[src/rtl/spi_rx.sv]
// SPI slave receiver: oversampled SCK/CS/MOSI, all four CKP/CPH modes, MSB-first words on RX_DATA, response on MISO.
// Optional FRAME_ERR output (partial-word abort pulse) when SPI_FRAME_ERR_EN is defined.
module spi_rx #(
  parameter int unsigned WIDTH       = 8,
  parameter int unsigned SYNC_STAGES = 2
) (
  input  logic             CLK,
  input  logic             RESET,
  input  logic             CKP,
  input  logic             CPH,
  input  logic             SCK,
  input  logic             CS,
  input  logic             MOSI,
  input  logic [WIDTH-1:0] TX_DATA,
  output logic             MISO,
  output logic [WIDTH-1:0] RX_DATA,
  output logic             RX_VALID,
  output logic             BUSY
`ifdef SPI_FRAME_ERR_EN
  ,
  output logic             FRAME_ERR
`endif
);

  localparam int unsigned CW = $clog2(WIDTH + 1);

  typedef enum logic {IDLE, ACTIVE} state_t;
  state_t state, state_nxt;

  logic [SYNC_STAGES-1:0] sck_pipe, cs_pipe, mosi_pipe;
  logic                   sck_s, cs_s, mosi_s, sck_d, cs_d;
  logic                   ckp_q, cph_q;
  logic                   sck_rise, sck_fall, lead, trail, sample, launch;
  logic                   cs_fall, cs_rise, last_bit;
  logic [CW-1:0]          bit_cnt, bit_cnt_nxt;
  logic [WIDTH-2:0]       rx_sr;
  logic [WIDTH-1:0]       rx_word, tx_sr;
  logic                   miso_q;
`ifdef SPI_FRAME_ERR_EN
  logic                   frame_err_q;
`endif

  always_ff @(posedge CLK or posedge RESET) begin
    if (RESET) begin
      sck_pipe  <= '0;
      cs_pipe   <= '1;
      mosi_pipe <= '0;
      sck_d     <= 1'b0;
      cs_d      <= 1'b1;
    end else begin
      sck_pipe  <= {sck_pipe[SYNC_STAGES-2:0], SCK};
      cs_pipe   <= {cs_pipe[SYNC_STAGES-2:0], CS};
      mosi_pipe <= {mosi_pipe[SYNC_STAGES-2:0], MOSI};
      sck_d     <= sck_s;
      cs_d      <= cs_s;
    end
  end

  assign sck_s  = sck_pipe[SYNC_STAGES-1];
  assign cs_s   = cs_pipe[SYNC_STAGES-1];
  assign mosi_s = mosi_pipe[SYNC_STAGES-1];

  always_comb begin
    sck_rise = sck_s & ~sck_d;
    sck_fall = ~sck_s & sck_d;
    lead     = ckp_q ? sck_fall : sck_rise;
    trail    = ckp_q ? sck_rise : sck_fall;
    sample   = cph_q ? trail : lead;
    launch   = cph_q ? lead : trail;
    cs_fall  = cs_d & ~cs_s;
    cs_rise  = ~cs_d & cs_s;
    last_bit = (bit_cnt == CW'(WIDTH - 1));
    rx_word  = {rx_sr, mosi_s};
    bit_cnt_nxt = bit_cnt;
    if (sample) bit_cnt_nxt = last_bit ? '0 : bit_cnt + 1'b1;
  end

  always_ff @(posedge CLK or posedge RESET) begin
    if (RESET) state <= IDLE;
    else       state <= state_nxt;
  end

  always_comb begin
    state_nxt = state;
    case (state)
      IDLE:    if (cs_fall) state_nxt = ACTIVE;
      ACTIVE:  if (cs_rise) state_nxt = IDLE;
      default: state_nxt = IDLE;
    endcase
  end

  always_comb begin
    BUSY = (state == ACTIVE);
  end

  always_ff @(posedge CLK or posedge RESET) begin
    if (RESET) begin
      ckp_q    <= 1'b0;
      cph_q    <= 1'b0;
      bit_cnt  <= '0;
      rx_sr    <= '0;
      tx_sr    <= '0;
      miso_q   <= 1'b0;
      RX_DATA  <= '0;
      RX_VALID <= 1'b0;
`ifdef SPI_FRAME_ERR_EN
      frame_err_q <= 1'b0;
`endif
    end else begin
      RX_VALID <= 1'b0;
`ifdef SPI_FRAME_ERR_EN
      frame_err_q <= 1'b0;
`endif
      if (state == IDLE) begin
        ckp_q  <= CKP;
        cph_q  <= CPH;
        miso_q <= 1'b0;
        if (cs_fall) begin
          tx_sr   <= TX_DATA;
          bit_cnt <= '0;
          miso_q  <= CPH ? 1'b0 : TX_DATA[WIDTH-1];
        end
      end else begin
        bit_cnt <= bit_cnt_nxt;
        if (sample) begin
          rx_sr <= rx_word[WIDTH-2:0];
          if (last_bit) begin
            RX_DATA  <= rx_word;
            RX_VALID <= 1'b1;
            tx_sr    <= TX_DATA;
          end
        end
        // A launch with no sample yet in the word only presents the MSB; later launches shift.
        if (launch) begin
          if (bit_cnt != '0) begin
            tx_sr  <= {tx_sr[WIDTH-2:0], 1'b0};
            miso_q <= tx_sr[WIDTH-2];
          end else begin
            miso_q <= tx_sr[WIDTH-1];
          end
        end
        if (cs_rise) begin
          miso_q <= 1'b0;
`ifdef SPI_FRAME_ERR_EN
          frame_err_q <= (bit_cnt_nxt != '0);
`endif
        end
      end
    end
  end

  assign MISO = miso_q;
`ifdef SPI_FRAME_ERR_EN
  assign FRAME_ERR = frame_err_q;
`endif

endmodule
[config.mk]
export PLATFORM = sky130hd
export DESIGN_NAME = spi_rx
export DESIGN_NICKNAME = d
export VERILOG_FILES = /design/src/rtl/spi_rx.sv
export SDC_FILE = /design/constraint.sdc
export NUM_CORES = 1
export LEC_CHECK = 0
export BUFFER_PORTS_ARGS = -buffer_cell sky130_fd_sc_hd__buf_2
export CAP_MARGIN = 25
export CORE_MARGIN = 1.5
export CORE_UTILIZATION = 30
export DETAILED_ROUTE_END_ITERATION = 8
export GPL_ROUTABILITY_DRIVEN = 0
export MAX_ROUTING_LAYER = met4
export PLACE_DENSITY = 0.52
export SLEW_MARGIN = 10
export SYNTH_ARGS = -nofsm -noshare
export SYNTH_HDL_FRONTEND = slang
export SYNTH_SLANG_ARGS = --single-unit
[constraint.sdc]
create_clock -name CLK -period 5.4 [get_ports CLK]
set_clock_uncertainty 0.1 [all_clocks]
set_input_delay 0.27 -clock CLK [delete_from_list [all_inputs] [get_ports CLK]]
set_output_delay 0.27 -clock CLK [all_outputs]
set_load 0.01 [all_outputs]
==> key figures <==
Yosys
  • Register area share after synthesis: 49.4%
  • Post-Syn Instances: 180
  • Syn avg cell area: 11.3 µm²
  • Mapped cell area: 2030 µm²
  • Post-synthesis compound-gate area fraction: 13.3%
  • Number of flops mapped to enable cells by yosys: 0
  • Post-Synth XOR/XNOR Area: 2.46%
  • Adder-Cell Fraction of Synth Area: 1.23%
  • Area contributors post-synth: dfrtp_1 46%, mux2_2 14%, and3_1 4.0%
  • Area share of the largest cell type after synthesis: 45.5%
  • Synth warn: 0
  • #FFs+latches synth: 40
  • Post-synthesis mux area share: 16.6%
  • Synthesized Nets: 197
  • Main flop type after synthesis: dfrtp_1
  • Leading area contributor after synthesis: dfrtp_1
  • Top-count cell post-synth: dfrtp_1
  • Unique cell type count in the Yosys netlist: 41
  • Main combinational cell family by area after synthesis: multiplexers
  • Async SR Flop Fraction: 100%
  • Commonest cells post-synth: 37 x dfrtp_1, 25 x mux2_2, 13 x and3_1, 11 x a21oi_1, 8 x nand2_1
  • Post-synthesis simple-gate area fraction: between 10 and 15%

Routing
  • Drc violations: 1
  • Via-per-instance ratio: between 5 and 6
  • Routed Antenna Nets: 0
  • Via Count: 1,496
  • Iteration-0 DRC Markers: 50
  • DRT Pass-1 Iters: 6
  • Final WL: 4.35 mm
  • Avg WL per Cell: 15.2 µm

Clock network
  • CTS H-tree lvls: 2
  • CTS Root Cell: clkbuf_8
  • Clk pin slew, worst setup/hold paths: 0.09 ns
  • Clock buffer depth: 2
  • CTS resizes: 0
  • CTS tree: done
  • Num CTS Buffers: 5
  • Clock Latency Late Sink: just under 0.3 ns
  • Clock sinks: 40

Critical path
  • Startpoint Class: flip-flop
  • Worst path required time: 5.48 ns
  • Worst EP arrival: roughly 2.4 ns
  • Worst r2r dst: RX_DATA[4]$_DFFE_PP0P_
  • Worst path max stage delay: 0.58 ns
  • Cells on worst reg2reg path: 4
  • Reg-to-reg startpoint: cph_q$_DFFE_PP0N_
  • Nature of the critical path endpoint: flip-flop
  • Slowest library cell on the worst path: xor2_2
  • Critical path peak fanout: 16
  • Critical path cell sequence: xor2_2 -> mux2i_4 -> nand3_4 -> mux2_2
  • WS Path Type: flip-flop to flip-flop
  • Reg2reg setup slack: between 3 and 4 ns

Placed design
  • Port Buf Inserts: 25
  • Post-DP HPWL: 2.89 mm

Die
  • Chip width: approximately 85 µm
  • Die area: 7280 µm²
  • Initial Utilization: a little under a third
  • I/O pins: 26
  • Site Rows: 29
  • Die Y: 85.3 µm
  • Core area: approximately 6500 µm²

Status
  • Status: complete, but fails checks
  • Failing checks: design-rule violations, negative hold slack

STA
  • Period Utilization, post-route: 42.6%
  • Fin Hold WS: -0.0203 ns
  • Slew margin rel.: 31.9%
  • Highest Clock Rate: 435 MHz
  • Slew Limit Fails: 0
  • Number of setup violations in the final report: 0
  • Endpoints failing hold: 37
  • Post-route setup TNS: 0 ns
  • Minimum clock period: 2.30 ns
  • Slew at the pin with the worst max-slew slack: 1.02 ns
  • RSZ-0062 raised after global routing: no

Pwr
  • Maximum vdd drop: 193 µV
  • Power share of the combinational group: around 28%
  • PD cells: 403 nW/µm²
  • Seq pwr share: 45.5%
  • Psw: 0.000313 W
  • Internal: roughly 0.00064 W
  • Total design power: ~0.00096 W
  • Leakage: ~1.1 nW
  • Sw Ratio: between 30% and 40%
  • Clock power frac: 26.9%

Global route
  • GRT overflow: 0
  • GR Util All Layers: about an eighth
  • Met2 Usage GRT: between 10% and 20%
  • Routing usage on met1: 18.2%
  • Initial antenna violation count: 0
  • GR peak layer: met2
  • Vias in the first global route: 1,439
  • M3 GR Usage: 3.02%
  • Largest net degree at the start of global routing: 41
  • First-pass GRT wire length: 7.31 mm

Finish
  • Nets@finish: 225
  • Layout cell share with drive strength beyond 1: 33.5%
  • Antenna cells: 0
  • Syn-to-layout area delta: 16.8%

Job
  • Max_cap viols: 0

Hold path
  • Worst Hold Class: input pin to asynchronous set/reset pin
metal layers:
layer | part of all wire [%] | routed length [µm]
met5 | 0 | 0
met4 | 0.25 | 11
met3 | 5.4 | 235
met2 | 46 | 2000
met1 | 48 | 2100
cell families (layout without fill, tap and decap cells):
kind of cell | after synthesis | after routing
simple gates | 50 | 50
compound gates | 41 | 41
flops | 40 | 40
mux | 29 | 29
buf+inv | 14 | 43
xor+xnor | 4 | 4
fa+ha+maj | 2 | 2
worst max-delay path by stage:
stage                           start                      to  slack (ns)  cells after the start
finish              cph_q$_DFFE_PP0N_  RX_DATA[4]$_DFFE_PP0P_        3.10                      4
global route        cph_q$_DFFE_PP0N_    tx_sr[3]$_DFFE_PP0P_        2.93                      5
CTS                 cph_q$_DFFE_PP0N_  RX_DATA[4]$_DFFE_PP0P_        3.08                      4
detailed placement  cph_q$_DFFE_PP0N_  RX_DATA[5]$_DFFE_PP0P_        3.10                      4
global placement    cph_q$_DFFE_PP0N_  RX_DATA[6]$_DFFE_PP0P_        3.13                      4
floorplan           cph_q$_DFFE_PP0N_  bit_cnt[1]$_DFFE_PP0P_        3.56                      5
area by class of cell:
type,instances,area (µm²)
Clock buffer,5,68.8
Clock inverter,3,46.3
Fill cell,678,4080
Inverter,6,22.5
Multi-Input combinational cell,126,973
Sequential cell,40,1000
Tap cell,77,96.3
Timing Repair Buffer,29,163
registers in the layout (all words and copies together) (netlist names):
name and count:
RX_DATA 8, tx_sr 8, rx_sr 7, bit_cnt 4
cs_pipe 2, mosi_pipe 2, sck_pipe 2, BUSY 1
MISO 1, RX_VALID 1, ckp_q 1, cph_q 1
cs_d 1, sck_d 1
power by group through the flow:
stage          combinational [W]  clock (W)  sequential (W)
3_3_place_gp            0.000263          0        0.000443
3_5_place_dp            0.000265          0        0.000442
2_1_floorplan           0.000228          0        0.000415
4_1_cts                 0.000268   0.000269        0.000436
5_1_grt                 0.000294   0.000281        0.000447
6_report                0.000265   0.000257        0.000435
repair_timing:
item,4_1_cts,5_1_grt
hold buffers,3,0
hold endpoints to repair,3,0
buffers inserted,0,0
stage by stage:
stage	instance area (µm²)	std cells	setup WS (ns)	utilization, %
finish	2370	286	3.10	36.8
global route	2370	286	2.93	36.8
CTS	2370	286	3.08	36.8
detailed placement	2230	275	3.10	34.5
global placement	2230	275	3.13	34.5
floorplan	2030	180	3.56	-
critical path: cells and delay by family (launching register included):
family | cells | cell delay (ns)
multiplexers | 2 | 0.83
XOR/XNOR | 1 | 0.58
flip-flops | 1 | 0.45
AND/OR/NAND/NOR | 1 | 0.21
cells in the final DEF, fill, tap and decap left out, drive strengths merged, types with 3 or more instances in the layout:
| master | instances |
|---|---|
| o22ai | 7 |
| a31oi | 6 |
| dfstp | 3 |
| and3 | 13 |
| buf | 26 |
| mux2 | 25 |
| a32oi | 6 |
| nor2b | 4 |
| nand2 | 9 |
| inv | 7 |
| dlygate4sd3 | 3 |
| a21oi | 11 |
| o21ai | 4 |
| dfrtp | 37 |
| nor2 | 6 |
| mux2i | 4 |
| nand4 | 7 |
| clkbuf | 5 |
(Power assumes the default switching activity.)
